===== config.mk =====
export PLATFORM = sky130hd
export DESIGN_NAME = uart_byte_tx
export DESIGN_NICKNAME = d
export VERILOG_FILES = /design/src/rtl/uart_byte_tx.sv
export SDC_FILE = /design/constraint.sdc
export NUM_CORES = 1
export LEC_CHECK = 0
export BUFFER_PORTS_ARGS = -buffer_cell sky130_fd_sc_hd__buf_4
export CAP_MARGIN = 20
export CORE_MARGIN = 2
export CORE_UTILIZATION = 45
export CTS_BUF_LIST = sky130_fd_sc_hd__clkbuf_2 sky130_fd_sc_hd__clkbuf_4 sky130_fd_sc_hd__clkbuf_8
export CTS_CLUSTER_SIZE = 30
export DETAILED_ROUTE_END_ITERATION = 7
export GPL_TIMING_DRIVEN = 0
export PLACE_DENSITY = 0.65
export SETUP_SLACK_MARGIN = 0.3
export SLEW_MARGIN = 20
export SYNTH_ARGS = -nofsm -noshare
export SYNTH_HDL_FRONTEND = slang
export SYNTH_SLANG_ARGS = --single-unit

===== constraint.sdc =====
create_clock -name clk -period 2.42 [get_ports clk]
set_input_delay 0 -clock clk [delete_from_list [all_inputs] [get_ports clk]]
set_output_delay 0 -clock clk [all_outputs]
set_load 0.01 [all_outputs]

===== src/rtl/uart_byte_tx.sv =====
// Byte serialiser for the UART TX line: start bit, 8 data bits LSB first,
// optional parity bit, then 1 or 2 stop bits. Returns a one-cycle tx_done per frame.
module uart_byte_tx #(
   parameter int CLK_FREQ   = 50_000_000,
   parameter int BAUD       = 115200,
   parameter int PARITY_EN  = 0,
   parameter int PARITY_ODD = 0,
   parameter int STOP_BITS  = 1
) (
   input  logic       clk,
   input  logic       reset_n,
   input  logic       send_en,
   input  logic [7:0] data_byte,
   output logic       uart_tx,
   output logic       tx_done,
   output logic       tx_busy
);

   // state   | meaning
   // IDLE    | line high, waiting for send_en
   // START   | start bit (line low)
   // DATA    | data bits 0..7, LSB first
   // PARITY  | parity bit (only when PARITY_EN)
   // STOP    | stop bit(s), line high

   localparam int BAUD_DIV = (CLK_FREQ + BAUD / 2) / BAUD;
   localparam int CW       = $clog2(BAUD_DIV);
   localparam logic [CW-1:0] BAUD_LAST = CW'(BAUD_DIV - 1);

   typedef enum logic [2:0] {
      IDLE   = 3'd0,
      START  = 3'd1,
      DATA   = 3'd2,
      PARITY = 3'd3,
      STOP   = 3'd4
   } state_t;

   state_t          state;
   logic [7:0]      shreg;
   logic            par_bit;
   logic [CW-1:0]   baud_cnt;
   logic [2:0]      bit_idx;
   logic            stop_cnt;
   logic            last_stop;

   assign last_stop = (STOP_BITS == 1) || stop_cnt;

   // baud_cnt is a down-counter; a bit period ends on its terminal count of zero
   always_ff @(posedge clk or negedge reset_n) begin
      if (!reset_n) begin
         state    <= IDLE;
         uart_tx  <= 1'b1;
         tx_done  <= 1'b0;
         tx_busy  <= 1'b0;
         shreg    <= 8'h00;
         par_bit  <= 1'b0;
         baud_cnt <= '0;
         bit_idx  <= 3'd0;
         stop_cnt <= 1'b0;
      end else begin
         tx_done <= 1'b0;
         case (state)
            IDLE: begin
               uart_tx <= 1'b1;
               tx_busy <= 1'b0;
               if (send_en) begin
                  shreg    <= data_byte;
                  par_bit  <= (^data_byte) ^ (PARITY_ODD != 0);
                  baud_cnt <= BAUD_LAST;
                  bit_idx  <= 3'd0;
                  stop_cnt <= 1'b0;
                  uart_tx  <= 1'b0;
                  tx_busy  <= 1'b1;
                  state    <= START;
               end
            end
            START: begin
               if (baud_cnt == '0) begin
                  baud_cnt <= BAUD_LAST;
                  uart_tx  <= shreg[0];
                  state    <= DATA;
               end else begin
                  baud_cnt <= baud_cnt - CW'(1);
               end
            end
            DATA: begin
               if (baud_cnt == '0) begin
                  baud_cnt <= BAUD_LAST;
                  if (bit_idx == 3'd7) begin
                     if (PARITY_EN != 0) begin
                        uart_tx <= par_bit;
                        state   <= PARITY;
                     end else begin
                        uart_tx <= 1'b1;
                        state   <= STOP;
                     end
                  end else begin
                     bit_idx <= bit_idx + 3'd1;
                     uart_tx <= shreg[bit_idx + 3'd1];
                  end
               end else begin
                  baud_cnt <= baud_cnt - CW'(1);
               end
            end
            PARITY: begin
               if (baud_cnt == '0) begin
                  baud_cnt <= BAUD_LAST;
                  uart_tx  <= 1'b1;
                  state    <= STOP;
               end else begin
                  baud_cnt <= baud_cnt - CW'(1);
               end
            end
            STOP: begin
               uart_tx <= 1'b1;
               if (baud_cnt == '0) begin
                  if (last_stop) begin
                     tx_busy <= 1'b0;
                     tx_done <= 1'b1;
                     state   <= IDLE;
                  end else begin
                     stop_cnt <= 1'b1;
                     baud_cnt <= BAUD_LAST;
                  end
               end else begin
                  baud_cnt <= baud_cnt - CW'(1);
               end
            end
            default: begin
               uart_tx <= 1'b1;
               tx_busy <= 1'b0;
               state   <= IDLE;
            end
         endcase
      end
   end

endmodule


; ---- After elaboration in Yosys (flattened, before gate mapping)
; Index checks and enable logic that the tools add are counted.
[totals]
register_bits = 26
in_bits = 11
elab_cells = 63
[op_classes]
addsub = 2
magnitude_cmp = 1
n_eq_ne = 13
mux = 28
n_bitwise = 1
n_reduce_logical = 11
[op_table]
columns = cell, n
row1 = two-way mux 3 bit, 9
row2 = two-way mux 9 bit, 3
row3 = one-hot mux 9 bit (3 select lines), 1
row4 = != test 2 bit (second input constant), 8
row5 = one-hot mux 3 bit (5 select lines), 1
row6 = two-way mux 1 bit, 10
row7 = zero test 9 bit, 1
row8 = subtractor 9 x 1 -> 9 bit (second input constant), 1
row9 = equality test 3 x 2 -> 1 bit (second input constant), 2
row10 = equality test 3 bit (second input constant), 2
row11 = one-hot mux 3 bit (2 select lines), 1
row12 = AND reduction 3 bit, 2
row13 = AND reduction 6 bit, 1
row14 = less-than comparator 3 x 4 -> 1 bit (second input constant), 1
row15 = one-hot mux 1 bit (4 select lines), 1
row16 = AND reduction 2 bit, 2
row17 = AND reduction 4 bit, 1
row18 = adder 3 x 1 -> 3 bit (second input constant), 1
row19 = binary-select mux 1 bit (select 3 bit), 1
row20 = equality test 3 x 1 -> 1 bit (second input constant), 1
row21 = zero test 3 bit, 1
row22 = one-hot mux 1 bit (3 select lines), 1
row23 = nonzero test 3 bit, 1
row24 = OR reduction 3 bit, 1
row25 = 2 further kinds, 2

; ---- Depth between registers and ports, before layout
; Gate-level depths: netlist of the first run.
[depth]
word_depth = 6
depth_mapped = 7

; ---- Worst setup path after synthesis of the first run
; OpenSTA, ideal clock, no wires.
[synth_path]
path_type = flip-flop to flip-flop
startpoint = reg bit_idx[0]
endpoint = reg uart_tx
setup_ps = 92
arrival_time_ps = 1889
required_ps = 2328
path_slack_ps = 439
path_stages_with_launch = 7
path_buffers = 0
period_less_slack_ps = 1981
path_cell_list = dfrtp_1 -> ha_1 -> ha_1 -> mux4_2 -> mux2_2 -> a2111oi_0 -> nor3_1
[synth_between]
elab_chain_len = 6
elab_cells_between_ends = 7
[synth_rtl]
columns = item, line
row1 = start: declaration, 42  ; logic [2:0] bit_idx;
row2 = start signal: assignment, 98  ; bit_idx <= bit_idx + 3'd1;
row3 = adder 3 x 1 -> 3 bit, 99  ; uart_tx <= shreg[bit_idx + 3'd1];
row4 = binary-select mux 1 bit (select 3 bit), 99
row5 = two-way mux 1 bit (not written as such), 99
row6 = two-way mux 1 bit *, 89  ; if (bit_idx == 3'd7) begin
row7 = two-way mux 1 bit *, 87  ; if (baud_cnt == '0) begin
row8 = one-hot mux 1 bit (4 select lines) *, 62  ; case (state)
row9 = end signal: assignment, 80  ; uart_tx <= shreg[0];
row10 = end signal: assignment, 91  ; uart_tx <= par_bit;
row11 = end signal: assignment, 99
row12 = end: declaration, 14  ; output logic uart_tx,
; Mark *: on every way between the ends. The rest lies on a longest branch, timed or not. The select of a mux whose other input is x is not followed.
; A chain may end at the register's enable or synchronous reset.

; ---- Final worst setup path of the first run
[layout_path]
startpoint = reg baud_cnt[0]
endpoint = reg baud_cnt[6]
[layout_between]
elab_chain_len = 3
elab_cells_between_ends = 7
[layout_rtl]
columns = item, line
row1 = start: declaration, 41  ; logic [CW-1:0] baud_cnt;
row2 = start signal: assignment, 83  ; baud_cnt <= baud_cnt - CW'(1);
row3 = start signal: assignment, 102  ; baud_cnt <= baud_cnt - CW'(1);
row4 = start signal: assignment, 111  ; baud_cnt <= baud_cnt - CW'(1);
row5 = subtractor 9 x 1 -> 9 bit or zero test 9 bit (tied branches), n/a
row6 = two-way mux 9 bit (tied with other cells), 116  ; if (baud_cnt == '0) begin
row7 = one-hot mux 9 bit (3 select lines) or AND reduction 3 bit (tied branches), n/a
; Several ways; a longest one is shown, not always the timed one. The select of a mux whose other input is x is not followed.

==> flow_summary_export.csv, run 1 <==
group,metric,value,unit
floorplan,rows,21,
drt,vias,1417,
critical_path,rrSetupSlack,360,ps
critical_path,criticalPathCategory,"reg2reg",
synth,synth_top_area_share,39.5,%
critical_path,end_kind,"flop",
floorplan,die-area,4010,µm²
critical_path,regToRegStartpoint,"baud_cnt[0]",
timing,max_freq,486,MHz
clock_tree,cts_tree,"built",
timing,rsz0062_at_grt,"false",
layout,final_common_cell,"nand2_1",
clock_tree,numCtsBuffers,3,
timing,slew_violations,0,
clock_tree,clk_pin_slew_worst_paths,160,ps
timing,max_slew_margin,61.5,%
critical_path,crit_arrival,2290,ps
floorplan,ios,14,
place,port_buffers,13,
power_and_ir_drop,vdd_drop_max,0.000504,V
timing,skew,14.4,ps
clock_tree,cts_buffer_depth,2,
critical_path,reg2reg_to,"baud_cnt[6]",
clock_tree,cts.sinks,26,
global_route,grt.total_usage,19.2,%
global_route,gr-total-overflow,0,
drt,wire_per_inst,15.0,µm
layout,nNetsFinal,215,
timing,worst_pin_slew,578,ps
synth,synth-seq-cells,26,
synth,synth_top_cells_by_area,"dfrtp_1, nand2_1, ha_1",
timing,setup_violations,0,
synth,syn_area_per_cell,9.37,µm²
timing,timing.final.crit_share,85.0,%
layout,diodes,0,
power_and_ir_drop,leakage,0.810,nW
synth,async_reset_ff_share,100,%
synth,ys_types,53,
drt,ant_nets,0,
drt,drt-total-wl,3680,µm
worst_hold_path,worstHoldEndpoint,"state[0]",
global_route,grt_pass1_vias,1391,
global_route,antenna_found_initial,0,
drt,drcViolationCount,0,
critical_path,cp.required,2660,ps
synth,syn_area,1580,µm²
synth,synth_area_leader_cell,"dfrtp_1",
critical_path,cp-start-kind,"flop",
global_route,grt_start_max_net_pins,27,
clock_tree,h-tree-depth,1,
synth,yosys_warnings,0,
floorplan,core_area,3360,µm²
layout,layout_common_cells,"nand2_1, dfrtp_1, buf_4",
timing,timing.final.ws_setup,364,ps
worst_hold_path,min_from,"send_en",
floorplan,die_h,63.3,µm
clock_tree,clock_latency,340,ps
synth,synth_flop_cell,"dfrtp_1",
drt,drt_pre_antenna_iters,4,
synth,yosysSeqAreaShare,41.2,%
critical_path,rr_worst_depth,7,
timing,final_hold_viol_count,0,
floorplan,start_util,47.1,%
floorplan,fp.dieW,63.3,µm
drt,avgViaCountPerCell,5.78,
timing,fin_tns_setup,0,ps
critical_path,cp_max_fo,6,
place,dp_slack,161,ps
layout,drive_gt1_share,22.1,%
run_status,status,"finished clean",
power_and_ir_drop,p_per_area,748,nW/µm²
worst_hold_path,min_path_type,"in2reg",
global_route,grt_first_pass_wirelength,6200,µm
clock_tree,cts_root_buffer,"clkbuf_4",
layout,syn2layout_area_growth,21.2,%
job,cap_violations,0,
timing,min_period,2060,ps
place,gp_congestion,0.849,
drt,drt_iter0_drc,61,
place,dp_hpwl,2550,µm
synth,postSynthCellCount,169,
synth,synth_nets,184,
synth,synth_edf_count,0,
worst_hold_path,holdPathStages,3,
-- stage by stage --
| stage | cells | utilization [%] | hold slack, ps | power [mW] | instance area (µm²) |
|---|---|---|---|---|---|
| 2_1_floorplan | 169 | - | -296 | 0.990 | 1580 |
| 3_3_place_gp | 228 | 51.7 | -73.7 | 1.11 | 1740 |
| 3_5_place_dp | 228 | 51.7 | -66.8 | 1.13 | 1740 |
| 4_1_cts | 243 | 56.3 | 60.2 | 1.41 | 1890 |
| 5_1_grt | 245 | 57.1 | 74.1 | 1.53 | 1920 |
| 6_report | 245 | 57.1 | 56.7 | 1.44 | 1920 |
-- kinds of logic (layout without fill, tap and decap cells) --
family	after synthesis	in the layout	share of synthesized area, %
compound gates	37	37	18.5
xor+xnor	1	1	0.553
fa+ha+maj	4	4	3.16
buf+inv	16	46	4.27
flops	26	26	41.2
mux	7	7	6.16
simple gates	78	78	26.2
-- layer usage --
metal  track usage, %  part of all wire (%)  up-vias
met1             26.1                    47      670
met3             3.57                   5.4        6
li1                 -                     -      683
met2             31.7                    46       58
met4             4.89                   1.2        0
met5                0                     0        -
-- layout make-up --
| cell class | instances | area (µm²) |
|---|---|---|
| inverters | 7 | 26.3 |
| plain buffers | 9 | 45.0 |
| fillers | 317 | 1440 |
| repair buffers | 26 | 218 |
| clock buffers | 4 | 36.3 |
| well taps | 46 | 57.6 |
| flip-flops and latches | 26 | 653 |
| multi-input cells | 127 | 883 |
-- where the power goes --
| group | total [mW] | internal (mW) | leakage, nW | switching [mW] |
|---|---|---|---|---|
| clock | 0.236 | 0.0922 | 0.0210 | 0.144 |
| combinational | 0.554 | 0.272 | 0.473 | 0.282 |
| sequential | 0.646 | 0.546 | 0.316 | 0.0995 |
-- repair_timing --
action | 4_1_cts | 5_1_grt
gates resized for setup | 7 | 2
pin swaps | 1 | 1
endpoints found under the setup margin | 8 | 4
hold endpoints to repair | 34 | 0
buffers inserted | 2 | 2
hold buffers | 9 | 0
-- flip-flops by register name, summed over array words and instances, names as in the netlist --
signal    flops
baud_cnt      9
shreg         8
bit_idx       3
state         3
tx_busy       1
tx_done       1
uart_tx       1
-- synthesized netlist by cell type (all sizes together), types with 4 or more instances --
library cell	number
nor2	9
o21ai	8
nand3	6
clkbuf	8
nand2	28
dfrtp	25
inv	7
ha	4
nor3	10
a21oi	5
-- worst max-delay path, cell delays in order (launching register included) --
cell,delay (ps)
dfrtp_1,420
inv_2,110
ha_4,160
or4b_1,430
buf_4,180
o41ai_4,420
buf_4,180
a21oi_1,30
-- worst max-delay path by stage --
stage | startpoint | slack [ps] | cells after the start | to
finish | baud_cnt[0] | 360 | 7 | baud_cnt[6]
global route | bit_idx[0] | 300 | 6 | uart_tx
CTS | bit_idx[0] | 300 | 6 | uart_tx
detailed placement | bit_idx[0] | 160 | 6 | uart_tx
global placement | bit_idx[0] | 160 | 6 | uart_tx
floorplan | bit_idx[0] | 440 | 6 | uart_tx
Power figures use the tool's default switching activity.
==> run 2: changes to the inputs <==
==> constraint.sdc (replaced) <==
create_clock -name clk -period 2.1 [get_ports clk]
set_input_delay 0 -clock clk [delete_from_list [all_inputs] [get_ports clk]]
set_output_delay 0 -clock clk [all_outputs]
set_load 0.01 [all_outputs]
==> run 2 against run 1 <==
  * Fmax is 4.2% higher
  * Global-route usage is 1.4 points higher
  * First-iteration DRC count up 25%
  * Flip-flop and latch count did not move
  * Final cell count increased by 4.1%
==> flow_summary_export.csv, run 2 (synthesis gave the netlist of run 1 again) <==
group,metric,value,unit
run_status,status,"finished clean",
critical_path,end_kind,"flop",
floorplan,start_util,47.1,%
layout,drive_gt1_share,32.5,%
floorplan,rows,21,
drt,wire_per_inst,15.8,µm
timing,whs,56.8,ps
drt,vias,1471,
timing,skew,3.17,ps
timing,setup_violations,0,
place,dpl_cell_area,1800,µm²
global_route,grt_start_max_net_pins,27,
global_route,grt_pass1_vias,1426,
timing,timing.final.ws_setup,127,ps
layout,reg_top3,"baud_cnt x9, shreg x8",
clock_tree,cts_root_buffer,"clkbuf_4",
place,gp_congestion,0.794,
power_and_ir_drop,pwr-share-clk,19.2,%
timing,final_hold_viol_count,0,
floorplan,die_h,63.3,µm
drt,drt-total-wl,4020,µm
power_and_ir_drop,leakage,0.892,nW
power_and_ir_drop,p_int,1.22,mW
clock_tree,h-tree-depth,1,
drt,drcViolationCount,0,
timing,max_slew_margin,61.2,%
timing,max_freq,507,MHz
global_route,antenna_found_initial,0,
critical_path,cp_max_fo,7,
clock_tree,clk_pin_slew_worst_paths,160,ps
timing,min_period,1970,ps
timing,slew_violations,0,
power_and_ir_drop,vdd_drop_max,0.000682,V
job,cap_violations,0,
critical_path,cp-start-kind,"flop",
timing,timing.final.crit_share,93.9,%
critical_path,cp_top_family,"simple AND/OR/NAND/NOR gates",
power_and_ir_drop,p_comb_share,39.9,%
floorplan,fp.dieW,63.3,µm
power_and_ir_drop,p_sw,657,µW
critical_path,cp.required,2370,ps
floorplan,ios,14,
power_and_ir_drop,p_sw_share,35.0,%
drt,drt_pre_antenna_iters,4,
layout,layout_common_cells,"nand2_1, buf_4, dfrtp_1",
clock_tree,cts_tree,"built",
drt,ant_nets,0,
power_and_ir_drop,p_per_area,885,nW/µm²
worst_hold_path,min_path_type,"in2reg",
timing,rsz0062_at_grt,"true",
layout,diodes,0,
global_route,grt.total_usage,20.6,%
layout,nNetsFinal,225,
global_route,gr-total-overflow,0,
clock_tree,numCtsBuffers,3,
layout,finish.utilization,63.1,%
clock_tree,clock_latency,330,ps
critical_path,criticalPathCategory,"reg2reg",
place,dp_slack,59.5,ps
layout,top_register,"baud_cnt",
floorplan,die-area,4010,µm²
place,port_buffers,13,
layout,nFillCells,303,
layout,largest_reg_flops,9,
floorplan,core_area,3360,µm²
drt,drt_iter0_drc,76,
layout,final_area,2120,µm²
layout,syn2layout_area_growth,34.0,%
timing,fin_tns_setup,0,ps
critical_path,slowest_stage,"or4_1",
global_route,grt_first_pass_wirelength,6600,µm
critical_path,crit_arrival,2250,ps
power_and_ir_drop,seq_power_share,40.9,%
layout,final_common_cell,"nand2_1",
critical_path,slowest_delay,530,ps
critical_path,cp_num_buf_inv,1,
clock_tree,cts.sinks,26,
timing,worst_pin_slew,582,ps
drt,avgViaCountPerCell,5.77,
critical_path,path_cells,"or4_1 > buf_6 > o311a_4 > o21ai_2 > mux2i_1",
clock_tree,cts_buffer_depth,2,
place,dp_hpwl,2600,µm
## run 2: cell types whose count changed in the layout (fill, tap and decap cells not counted), sizes merged
cell,previous run,this run
buf,19,29
clkbuf,11,10
bufinv,0,1
## run 2: repair_timing
| item | CTS | global route |
|---|---|---|
| setup buffers | 9 | 5 |
| hold buffers | 9 | 0 |
| pin swaps | 7 | 7 |
| resized for setup | 10 | 14 |
| cloned | 0 | 0 |
| setup endpoints to repair | 26 | 18 |
| hold endpoints to repair | 34 | 0 |
## run 2: final timing paths
path | startpoint | to | slack, ps | cells after the start
max in group asynchronous | reset_n | uart_tx | 1700 | 2
hold reg to reg | shreg[6] | shreg[6] | 490 | 2
hold / removal | send_en | state[0] | 60 | 3
min in group asynchronous | reset_n | baud_cnt[4] | 90 | 2
setup / recovery | baud_cnt[2] | baud_cnt[8] | 130 | 5
setup reg to reg | baud_cnt[2] | baud_cnt[8] | 130 | 5
## run 2: worst min-delay path: stages
cell	delay [ps]
buf_4	110
and3_1	170
a31o_2	100
## run 2: metal layers
| layer | wire length (µm) | global-route usage (%) |
|---|---|---|
| met1 | 1850 | 29.6 |
| met2 | 1880 | 31.7 |
| met3 | 222 | 3.39 |
| met4 | 68 | 6.79 |
| met5 | 0 | 0 |
## run 2: cell type report
type | instances | area [µm²] | share of cell area [%]
clock inverter | 1 | 30.0 | 1.41
clock buffer | 3 | 22.5 | 1.06
inverter | 7 | 26.3 | 1.24
tap | 46 | 57.6 | 2.71
sequential | 26 | 654 | 30.8
timing repair buffer | 36 | 297 | 14.0
buffer | 9 | 58.8 | 2.77
multi-input combinational | 127 | 977 | 46.0
## run 2: through the flow
stage / instances / total power [mW]
2_1_floorplan: 169 / 1.18
3_3_place_gp: 228 / 1.33
3_5_place_dp: 228 / 1.35
4_1_cts: 250 / 1.81
5_1_grt: 255 / 2.00
6_report: 255 / 1.88
## run 2: power groups by stage
stage / clock network (mW) / logic (mW) / registers [mW]
after floorplan: 0 / 0.436 / 0.746
after global placement: 0 / 0.564 / 0.765
after detailed placement: 0 / 0.586 / 0.769
after CTS: 0.365 / 0.693 / 0.748
after global routing: 0.390 / 0.825 / 0.790
final: 0.360 / 0.751 / 0.769
==> run 3: changes to the inputs <==
--- a/config.mk
+++ b/config.mk
@@ -9,7 +9,7 @@
 export CAP_MARGIN = 20
 export CORE_MARGIN = 2
 export CORE_UTILIZATION = 45
-export CTS_BUF_LIST = sky130_fd_sc_hd__clkbuf_2 sky130_fd_sc_hd__clkbuf_4 sky130_fd_sc_hd__clkbuf_8
+export CTS_BUF_LIST = sky130_fd_sc_hd__clkbuf_8
 export CTS_CLUSTER_SIZE = 30
 export DETAILED_ROUTE_END_ITERATION = 7
 export GPL_TIMING_DRIVEN = 0
==> run 3 against run 2 <==
  * Flip-flop and latch count stayed put
  * Via count is 1.0% lower
  * Register-to-register slack hardly changed
  * Final area is 0.59% lower
  * First-iteration DRC count is 7.9% higher
  * Power is 3.6% higher
  * Die area stayed put
  * Largest cell class unchanged
==> flow_summary_export.csv, run 3 (synthesis gave the netlist of run 1 again) <==
group,metric,value,unit
critical_path,end_kind,"flop",
floorplan,die_h,63.3,µm
critical_path,cp_top_family,"simple AND/OR/NAND/NOR gates",
floorplan,start_util,47.1,%
critical_path,cp_num_buf_inv,2,
drt,drt_iter0_drc,82,
critical_path,slowest_delay,470,ps
floorplan,die-area,4010,µm²
place,port_buffers,13,
clock_tree,cts_buffer_depth,2,
place,dp.cells,228,
clock_tree,clock_latency,280,ps
timing,whs,117,ps
critical_path,startpoint,"baud_cnt[1]",
job,cap_violations,0,
critical_path,cp_max_fo,6,
clock_tree,h-tree-depth,1,
drt,drt-total-wl,3990,µm
worst_hold_path,min_path_type,"in2reg",
timing,max_freq,505,MHz
global_route,antenna_found_initial,0,
timing,min_period,1980,ps
floorplan,core_area,3360,µm²
layout,final_cells,253,
worst_hold_path,min_from,"send_en",
critical_path,criticalPathCategory,"reg2reg",
place,gp_congestion,0.794,
power_and_ir_drop,vdd_drop_max,0.000856,V
layout,reg_top3,"baud_cnt x9, shreg x8",
timing,rsz0062_at_grt,"true",
floorplan,rows,21,
global_route,gr-total-overflow,0,
critical_path,cp-start-kind,"flop",
clock_tree,cts_tree,"built",
layout,finish.utilization,62.8,%
clock_tree,numCtsBuffers,3,
timing,skew,6.24,ps
layout,layout_common_cells,"nand2_1, dfrtp_1, buf_4",
global_route,grt_first_pass_wirelength,6690,µm
layout,nFillCells,308,
layout,final_common_cell,"nand2_1",
critical_path,path_cells,"inv_2 > ha_4 > or4b_4 > buf_8 > o41ai_4 > nor2b_1 > mux2i_1",
layout,nNetsFinal,223,
clock_tree,cts_root_buffer,"clkbuf_8",
critical_path,slowest_stage,"or4b_4",
timing,slew_violations,0,
drt,drcViolationCount,0,
layout,drive_gt1_share,31.4,%
critical_path,cp.required,2320,ps
timing,setup_violations,0,
global_route,grt.total_usage,21.2,%
power_and_ir_drop,leakage,0.886,nW
timing,worst_pin_slew,543,ps
layout,top_register,"baud_cnt",
drt,avgViaCountPerCell,5.75,
power_and_ir_drop,p_per_area,922,nW/µm²
global_route,grt_pass1_vias,1409,
global_route,grt_start_max_net_pins,27,
drt,wire_per_inst,15.8,µm
timing,timing.final.crit_share,94.4,%
timing,final_hold_viol_count,0,
layout,diodes,0,
run_status,status,"finished clean",
layout,syn2layout_area_growth,33.3,%
layout,largest_reg_flops,9,
timing,fin_tns_setup,0,ps
drt,ant_nets,0,
place,dp_hpwl,2600,µm
critical_path,crit_arrival,2200,ps
floorplan,fp.dieW,63.3,µm
timing,max_slew_margin,63.8,%
power_and_ir_drop,p_total,1.95,mW
drt,drt_pre_antenna_iters,4,
drt,vias,1456,
clock_tree,clk_pin_slew_worst_paths,100,ps
floorplan,ios,14,
clock_tree,cts.sinks,26,
critical_path,regToRegStartpoint,"baud_cnt[1]",
run 3: cell type report:
cell class / count / area [µm²] / share of cell area [%]
timing repair buffer: 34 / 285 / 13.5
inverter: 7 / 26.3 / 1.24
buffer: 9 / 58.8 / 2.79
clock inverter: 1 / 30.0 / 1.42
sequential: 26 / 654 / 31.0
tap: 46 / 57.6 / 2.73
multi-input combinational: 127 / 957 / 45.3
clock buffer: 3 / 41.3 / 1.96
run 3: per-stage QoR:
stage / setup slack, ps / area (µm²)
final: 119 / 2110
after global routing: 49.3 / 2110
after CTS: 152 / 2040
after detailed placement: 59.5 / 1800
after global placement: 54.1 / 1800
after floorplan: 239 / 1640
run 3: worst reg2reg max path: cells and delay by family, from the launching register on:
kind	cells	cell delay (ps)
AND/OR/NAND/NOR	2	560
flip-flops	1	420
AO/OA/AOI/OAI	1	410
buffers and inverters	2	250
adder cells (fa/ha/maj)	1	150
multiplexers	1	130
run 3: where the power goes:
group	switching, mW	internal [mW]
combinational	0.354	0.390
sequential	0.134	0.632
clock	0.181	0.256
run 3: per-layer routing:
metal	routed length, µm	vias up	share of wire [%]	GRT usage, %
li1	-	704	-	-
met4	61	0	1.5	7.34
met5	0	-	0	0
met2	1850	56	46	32.2
met1	1850	689	46	30.9
met3	229	7	5.7	3.04
run 3: path summary, 6_finish.rpt:
kind | end | slack (ps) | cells after the start
min reg2reg | shreg[6] | 480 | 2
max reg2reg | baud_cnt[8] | 120 | 7
min | state[0] | 120 | 3
max in group asynchronous | uart_tx | 1640 | 2
min in group asynchronous | baud_cnt[7] | 150 | 2
max | baud_cnt[8] | 120 | 7
run 3: timing repair:
action / 4_1_cts / 5_1_grt
hold endpoints to repair: 34 / 0
gates cloned: 0 / 0
pin swaps: 5 / 5
setup endpoints to repair: 26 / 18
resized for setup: 8 / 12
buffers inserted: 7 / 5
hold buffers: 9 / 0
